## src/rtl/ascon_arbiter_ctrl.sv

```systemverilog
// Round-robin controller sharing one ASCON AEAD engine between an encrypt requester (store
// path, "e_" ports) and a decrypt/verify requester (load path, "d_" ports).
//
// Sequence per operation: IDLE (arbitrate, latch operands) -> LAUNCH (ack + start pulse)
// -> RUN (wait for the owner's completion, watchdog counting) -> CAPTURE (sample results)
// -> RELEASE (done pulse, drop asc_en) -> IDLE. A RUN that reaches TIMEOUT_CYCLES cycles
// without completion is aborted: the owner gets a zeroed/failed result, timeout_err is set
// and the engine is reset for the RELEASE cycle.
//
// Ports:
//   clk, rst                 clock, synchronous active-high reset
//   key                      shared key, sampled at grant
//   e_req/e_nonce/e_pt       encrypt request and operands (req held until e_ack)
//   e_ack, e_done            1-cycle pulses: accepted / e_ct,e_tag valid
//   e_ct, e_tag              encrypt results, held until the next e_done
//   d_req/d_nonce/d_ct       decrypt request and operands (req held until d_ack)
//   d_ack, d_done            1-cycle pulses: accepted / d_pt,d_fail valid
//   d_pt, d_fail             decrypt results, held until the next d_done
//   eng_rst, eng_asc_en      engine reset and enable
//   eng_enc/dec_start        engine start pulses
//   eng_key/nonce/pt/ct      latched operands, stable from LAUNCH through RELEASE
//   eng_*_i                  engine results and completion flags
//   busy                     controller not idle
//   timeout_err              sticky watchdog flag, cleared only by rst

module ascon_arbiter_ctrl #(
  parameter int unsigned TIMEOUT_CYCLES = 64,
  parameter int unsigned CNT_W          = 8
) (
  input  logic         clk,
  input  logic         rst,
  input  logic [127:0] key,
  input  logic         e_req,
  input  logic [127:0] e_nonce,
  input  logic [31:0]  e_pt,
  output logic         e_ack,
  output logic         e_done,
  output logic [31:0]  e_ct,
  output logic [127:0] e_tag,
  input  logic         d_req,
  input  logic [127:0] d_nonce,
  input  logic [159:0] d_ct,
  output logic         d_ack,
  output logic         d_done,
  output logic [31:0]  d_pt,
  output logic         d_fail,
  output logic         eng_rst,
  output logic         eng_asc_en,
  output logic         eng_enc_start,
  output logic         eng_dec_start,
  output logic [127:0] eng_key,
  output logic [127:0] eng_nonce,
  output logic [31:0]  eng_pt,
  output logic [159:0] eng_ct,
  input  logic [127:0] eng_tag_i,
  input  logic [31:0]  eng_msg_i,
  input  logic         eng_fail_i,
  input  logic         eng_auth_done_i,
  input  logic         eng_sb_ready_i,
  output logic         busy,
  output logic         timeout_err
);

  typedef enum logic [2:0] {
    StIdle,
    StLaunch,
    StRun,
    StCapture,
    StRelease
  } state_e;

  localparam logic OwnE = 1'b0;
  localparam logic OwnD = 1'b1;

  // Last watchdog value of RUN; completion seen in this cycle still wins over the abort.
  localparam logic [CNT_W-1:0] WdogLast = CNT_W'(TIMEOUT_CYCLES - 1);

  state_e             state_q, state_d;
  logic               owner_q;
  logic               rr_ptr_q;
  logic [CNT_W-1:0]   wdog_q;
  logic               abort_q;
  logic               timeout_q;

  logic [127:0]       key_q;
  logic [127:0]       nonce_q;
  logic [31:0]        pt_q;
  logic [159:0]       ct_q;

  logic [31:0]        e_ct_q;
  logic [127:0]       e_tag_q;
  logic [31:0]        d_pt_q;
  logic               d_fail_q;

  logic               grant;
  logic               winner;
  logic               owner_cpl;
  logic               abort;

  // Only the owner's completion flag counts; the other one is ignored entirely.
  assign owner_cpl = (owner_q == OwnD) ? eng_auth_done_i : eng_sb_ready_i;

  always_comb begin
    state_d = state_q;
    grant   = 1'b0;
    winner  = OwnE;
    abort   = 1'b0;
    unique case (state_q)
      StIdle: begin
        if (e_req || d_req) begin
          grant   = 1'b1;
          // On a tie the round-robin pointer picks; otherwise the lone requester wins.
          winner  = (e_req && d_req) ? rr_ptr_q : d_req;
          state_d = StLaunch;
        end
      end
      StLaunch: begin
        state_d = StRun;
      end
      StRun: begin
        if (owner_cpl) begin
          state_d = StCapture;
        end else if (wdog_q == WdogLast) begin
          abort   = 1'b1;
          state_d = StRelease;
        end
      end
      StCapture: begin
        state_d = StRelease;
      end
      StRelease: begin
        state_d = StIdle;
      end
      default: begin
        state_d = StIdle;
      end
    endcase
  end

  // Control state: FSM, ownership, round-robin pointer, watchdog.
  always_ff @(posedge clk) begin
    if (rst) begin
      state_q   <= StIdle;
      owner_q   <= OwnE;
      rr_ptr_q  <= OwnE;
      wdog_q    <= '0;
      abort_q   <= 1'b0;
      timeout_q <= 1'b0;
    end else begin
      state_q <= state_d;
      if (grant) begin
        owner_q  <= winner;
        rr_ptr_q <= ~winner;
      end
      // Counts only while in RUN, so it always starts from zero on the first RUN cycle.
      wdog_q  <= (state_q == StRun) ? wdog_q + 1'b1 : '0;
      // abort only fires from RUN, so abort_q marks exactly the following RELEASE cycle.
      abort_q <= abort;
      if (abort) begin
        timeout_q <= 1'b1;
      end
    end
  end

  // Operand latches: loaded only at grant, so requesters may change inputs after ack.
  always_ff @(posedge clk) begin
    if (rst) begin
      key_q   <= '0;
      nonce_q <= '0;
      pt_q    <= '0;
      ct_q    <= '0;
    end else if (grant) begin
      key_q <= key;
      if (winner == OwnD) begin
        nonce_q <= d_nonce;
        ct_q    <= d_ct;
      end else begin
        nonce_q <= e_nonce;
        pt_q    <= e_pt;
      end
    end
  end

  // Result registers: written on the edge into RELEASE, which is the done-pulse cycle.
  // CAPTURE samples one cycle after completion because the engine updates its outputs on
  // the completion edge.
  always_ff @(posedge clk) begin
    if (rst) begin
      e_ct_q   <= '0;
      e_tag_q  <= '0;
      d_pt_q   <= '0;
      d_fail_q <= 1'b0;
    end else if (state_q == StCapture) begin
      if (owner_q == OwnD) begin
        d_pt_q   <= eng_msg_i;
        d_fail_q <= eng_fail_i;
      end else begin
        e_ct_q  <= eng_msg_i;
        e_tag_q <= eng_tag_i;
      end
    end else if (abort) begin
      if (owner_q == OwnD) begin
        d_pt_q   <= '0;
        d_fail_q <= 1'b1;
      end else begin
        e_ct_q  <= '0;
        e_tag_q <= '0;
      end
    end
  end

  assign busy          = (state_q != StIdle);
  assign e_ack         = (state_q == StLaunch) && (owner_q == OwnE);
  assign d_ack         = (state_q == StLaunch) && (owner_q == OwnD);
  assign eng_enc_start = e_ack;
  assign eng_dec_start = d_ack;
  assign eng_asc_en    = (state_q == StLaunch) || (state_q == StRun) || (state_q == StCapture);
  assign e_done        = (state_q == StRelease) && (owner_q == OwnE);
  assign d_done        = (state_q == StRelease) && (owner_q == OwnD);
  // Engine reset follows the controller reset and is also raised after a watchdog abort.
  assign eng_rst       = rst || ((state_q == StRelease) && abort_q);
  assign timeout_err   = timeout_q;

  assign eng_key   = key_q;
  assign eng_nonce = nonce_q;
  assign eng_pt    = pt_q;
  assign eng_ct    = ct_q;

  assign e_ct   = e_ct_q;
  assign e_tag  = e_tag_q;
  assign d_pt   = d_pt_q;
  assign d_fail = d_fail_q;

endmodule
```

## config.mk

```make
export PLATFORM = sky130hd
export DESIGN_NAME = ascon_arbiter_ctrl
export DESIGN_NICKNAME = d
export VERILOG_FILES = /design/src/rtl/ascon_arbiter_ctrl.sv
export SDC_FILE = /design/constraint.sdc
export NUM_CORES = 1
export LEC_CHECK = 0
export ABC_AREA = 1
export CAP_MARGIN = 5
export CORE_AREA = 2 2 539 541
export CTS_CLUSTER_SIZE = 10
export DETAILED_ROUTE_END_ITERATION = 7
export DIE_AREA = 0 0 541 543
export GPL_ROUTABILITY_DRIVEN = 0
export SLEW_MARGIN = 10
export SYNTH_ARGS = -nofsm -noshare
export SYNTH_HDL_FRONTEND = slang
export SYNTH_SLANG_ARGS = --single-unit
```

## constraint.sdc

```tcl
create_clock -name clk -period 3.13 [get_ports clk]
set_input_delay 0.4695 -clock clk [delete_from_list [all_inputs] [get_ports clk]]
set_output_delay 0.4695 -clock clk [all_outputs]
set_load 0.02 [all_outputs]
```

==> run metrics <==
CP arrival 2.36 ns; Power, Total 33.5 mW; GRT Total Usage 0.129; crit path max fanout 3; Initial Util 0.0810; #FFs+latches synth 656; initial antenna violation count 122; final hold viol count 0; Via density 3.21; DRT Pass-1 Iters 5; Avg WL per Cell 24.2 um; Residual DRC 0; CTS H-Tree Depth 3; Rows 197; status complete, no violations; Max Fclk 0.353 GHz; class of the worst hold path in2reg; post-place setup slack 0.626 ns; RSZ-0062 raised after global routing false; count leader, synth nand2_1; clk_lat worst skew 0.83 ns; TritonCTS clock tree yes; Max VDD drop 0.486 mV; Layout area overhead 91.4%; Vias 26400; WP data required 2.66 ns; top post-synthesis cells by area dfxtp_1 56%, nand2_1 17%, a21oi_1 7.0%; Chip Height 543 um; Final Setup Violations 0; I/O Pins 1394; clock slew at reported path FFs 0.06 ns; DP Wirelength 167000 um; Tcrit/Tclk final 0.905; EDFF count, synth 0; Die Wd 541 um; layout cells sized above 1 0.0510; YS warnings 0; Slew Viols, Final 0; area leader, netlist dfxtp_1; max_cap viols 0; number of global-route vias before repair 25800; top cell type's share of synthesized area 0.564; Synth top cells by count 1039 x nand2_1, 656 x dfxtp_1, 405 x nor2_1; placed instance count 8035; Die ar. 294000 um2; final worst path period need 2.83 ns; setup tns final 0 ns; Synth cell types 24; Final nets 5092; Starting DRT DRC Count 1619; Async SR Flop Fraction 0; first-pass GRT wire length 251000 um; P_leak 15.3 nW; Clock Tree Buf Depth 4; Slew HR 0.371; Cells after Synth 3018; port bufs 1393; P per Cell Area 751 nW/um2; startpoint types flip-flop; Max Clock Skew 0.0820 ns; fill count 32700; gr ovfl total 0; final setup margin 0.299 ns; sequential share of the synthesized area 0.564; ANT nets after route 0; fin cells 8197; Post-Syn Area per Cell 7.72 um2; post-route cell area 44600 um2; clock tree sinks 656; Slew @ Worst Pin 0.943 ns; largest net degree at the start of global routing 165; crit end category primary output; placed inst area 41700 um2; WS Path Type reg2out; CORE AREA 287000 um2; cts bufs inserted 91; setup bufs post-CTS 0; synthesized cell area 23300 um2; Main synth FF type dfxtp_1; Clock Tree Root clkbuf_16; routed wire length 198000 um; Net Count, Synth 3762
stage by stage:
| stage | hold WS, ns | util |
|---|---|---|
| 5_1_grt | 0.147 | 0.155 |
| 2_1_floorplan | 0.418 | - |
| 6_report | 0.207 | 0.155 |
| 3_5_place_dp | 0.439 | 0.145 |
| 3_3_place_gp | 0.433 | 0.145 |
| 4_1_cts | 0.0935 | 0.155 |
where the power goes:
group	switching, mW	internal (mW)
clock	4.25	5.85
combinational	7.91	4.63
sequential	0.972	9.87
total	13.1	20.4
metal layers:
| metal | vias up | GRT usage | part of all wire | wire, um |
|---|---|---|---|---|
| met2 | 1402 | 0.208 | 0.45 | 88500 |
| met4 | 6 | 0.0526 | 0.045 | 9020 |
| met1 | 12100 | 0.129 | 0.35 | 69500 |
| met3 | 391 | 0.0873 | 0.16 | 31100 |
| met5 | - | 0 | 0.00023 | 45 |
| li1 | 12400 | - | - | - |
final timing paths:
| check | startpoint | end | slack, ns | cells after the start |
|---|---|---|---|---|
| worst max-delay path | state_q[0]$_SDFFE_PP0P_ | e_ack | 0.30 | 5 |
| worst max register to register | state_q[0]$_SDFFE_PP0P_ | eng_ct[4]$_SDFFE_PP0P_ | 0.91 | 7 |
| worst min-delay path | eng_tag_i[127] | e_tag[127]$_SDFFE_PP0P_ | 0.21 | 3 |
| worst min register to register | wdog_q[0]$_SDFF_PP0_ | wdog_q[0]$_SDFF_PP0_ | 0.45 | 1 |
sequential cells by signal, summed over array words and instances, names as in the netlist:
name and cells:
rr_ptr_q 1, eng_nonce 128, owner_q 1, d_pt 32
eng_pt 32, e_ct 32, e_tag 128, abort_q 1
wdog_q 8, timeout_err 1, state_q 3, eng_ct 160
d_fail 1, eng_key 128
layout by cell type (no fill, tap or decap), drive strengths merged, types with 2 or more instances in the layout:
cell type	synthesis	final
clkdlybuf4s50	0	1378
nand2	1042	1042
dfxtp	656	656
nor2	409	409
a21oi	327	327
o21ai	198	198
a31oi	128	128
clkbuf	116	110
buf	109	81
diode	0	25
inv	18	25
clkinv	0	11
nand3	5	5
nor3	4	4
clkinvlp	0	4
bufinv	0	4
dlygate4sd2	0	2
cell type report:
type	count	area, um2	area share
Timing Repair Buffer	1462	14800	0.331
Sequential cell	656	13100	0.295
Multi-Input combinational cell	2119	9050	0.203
Tap cell	3781	4730	0.106
Clock buffer	110	2460	0.0552
Clock inverter	26	293	0.00657
Inverter	18	80.1	0.00180
Antenna cell	25	62.6	0.00140
cell families after synthesis:
kind of cell             after synthesis  synth area share
XOR/XNOR                               2          0.000752
buffers and inverters                243            0.0493
AND/OR/NAND/NOR                     1461             0.238
flip-flops                           656             0.564
adder cells (fa/ha/maj)                1          0.000537
AO/OA/AOI/OAI                        655             0.148
worst max-delay path, cell delays in order (launching register included):
cell           delay, ns
dfxtp_1             0.42
inv_1               0.08
nor3_1              0.29
inv_1               0.10
nor2_1              0.15
dlygate4sd2_1       0.55
what timing repair did:
action	4_1_cts	5_1_grt
endpoints found under the hold margin	28	0
hold buffers	1	0
gates resized for setup	2	0
endpoints found under the setup margin	2	0
Power figures use the tool's default switching activity.
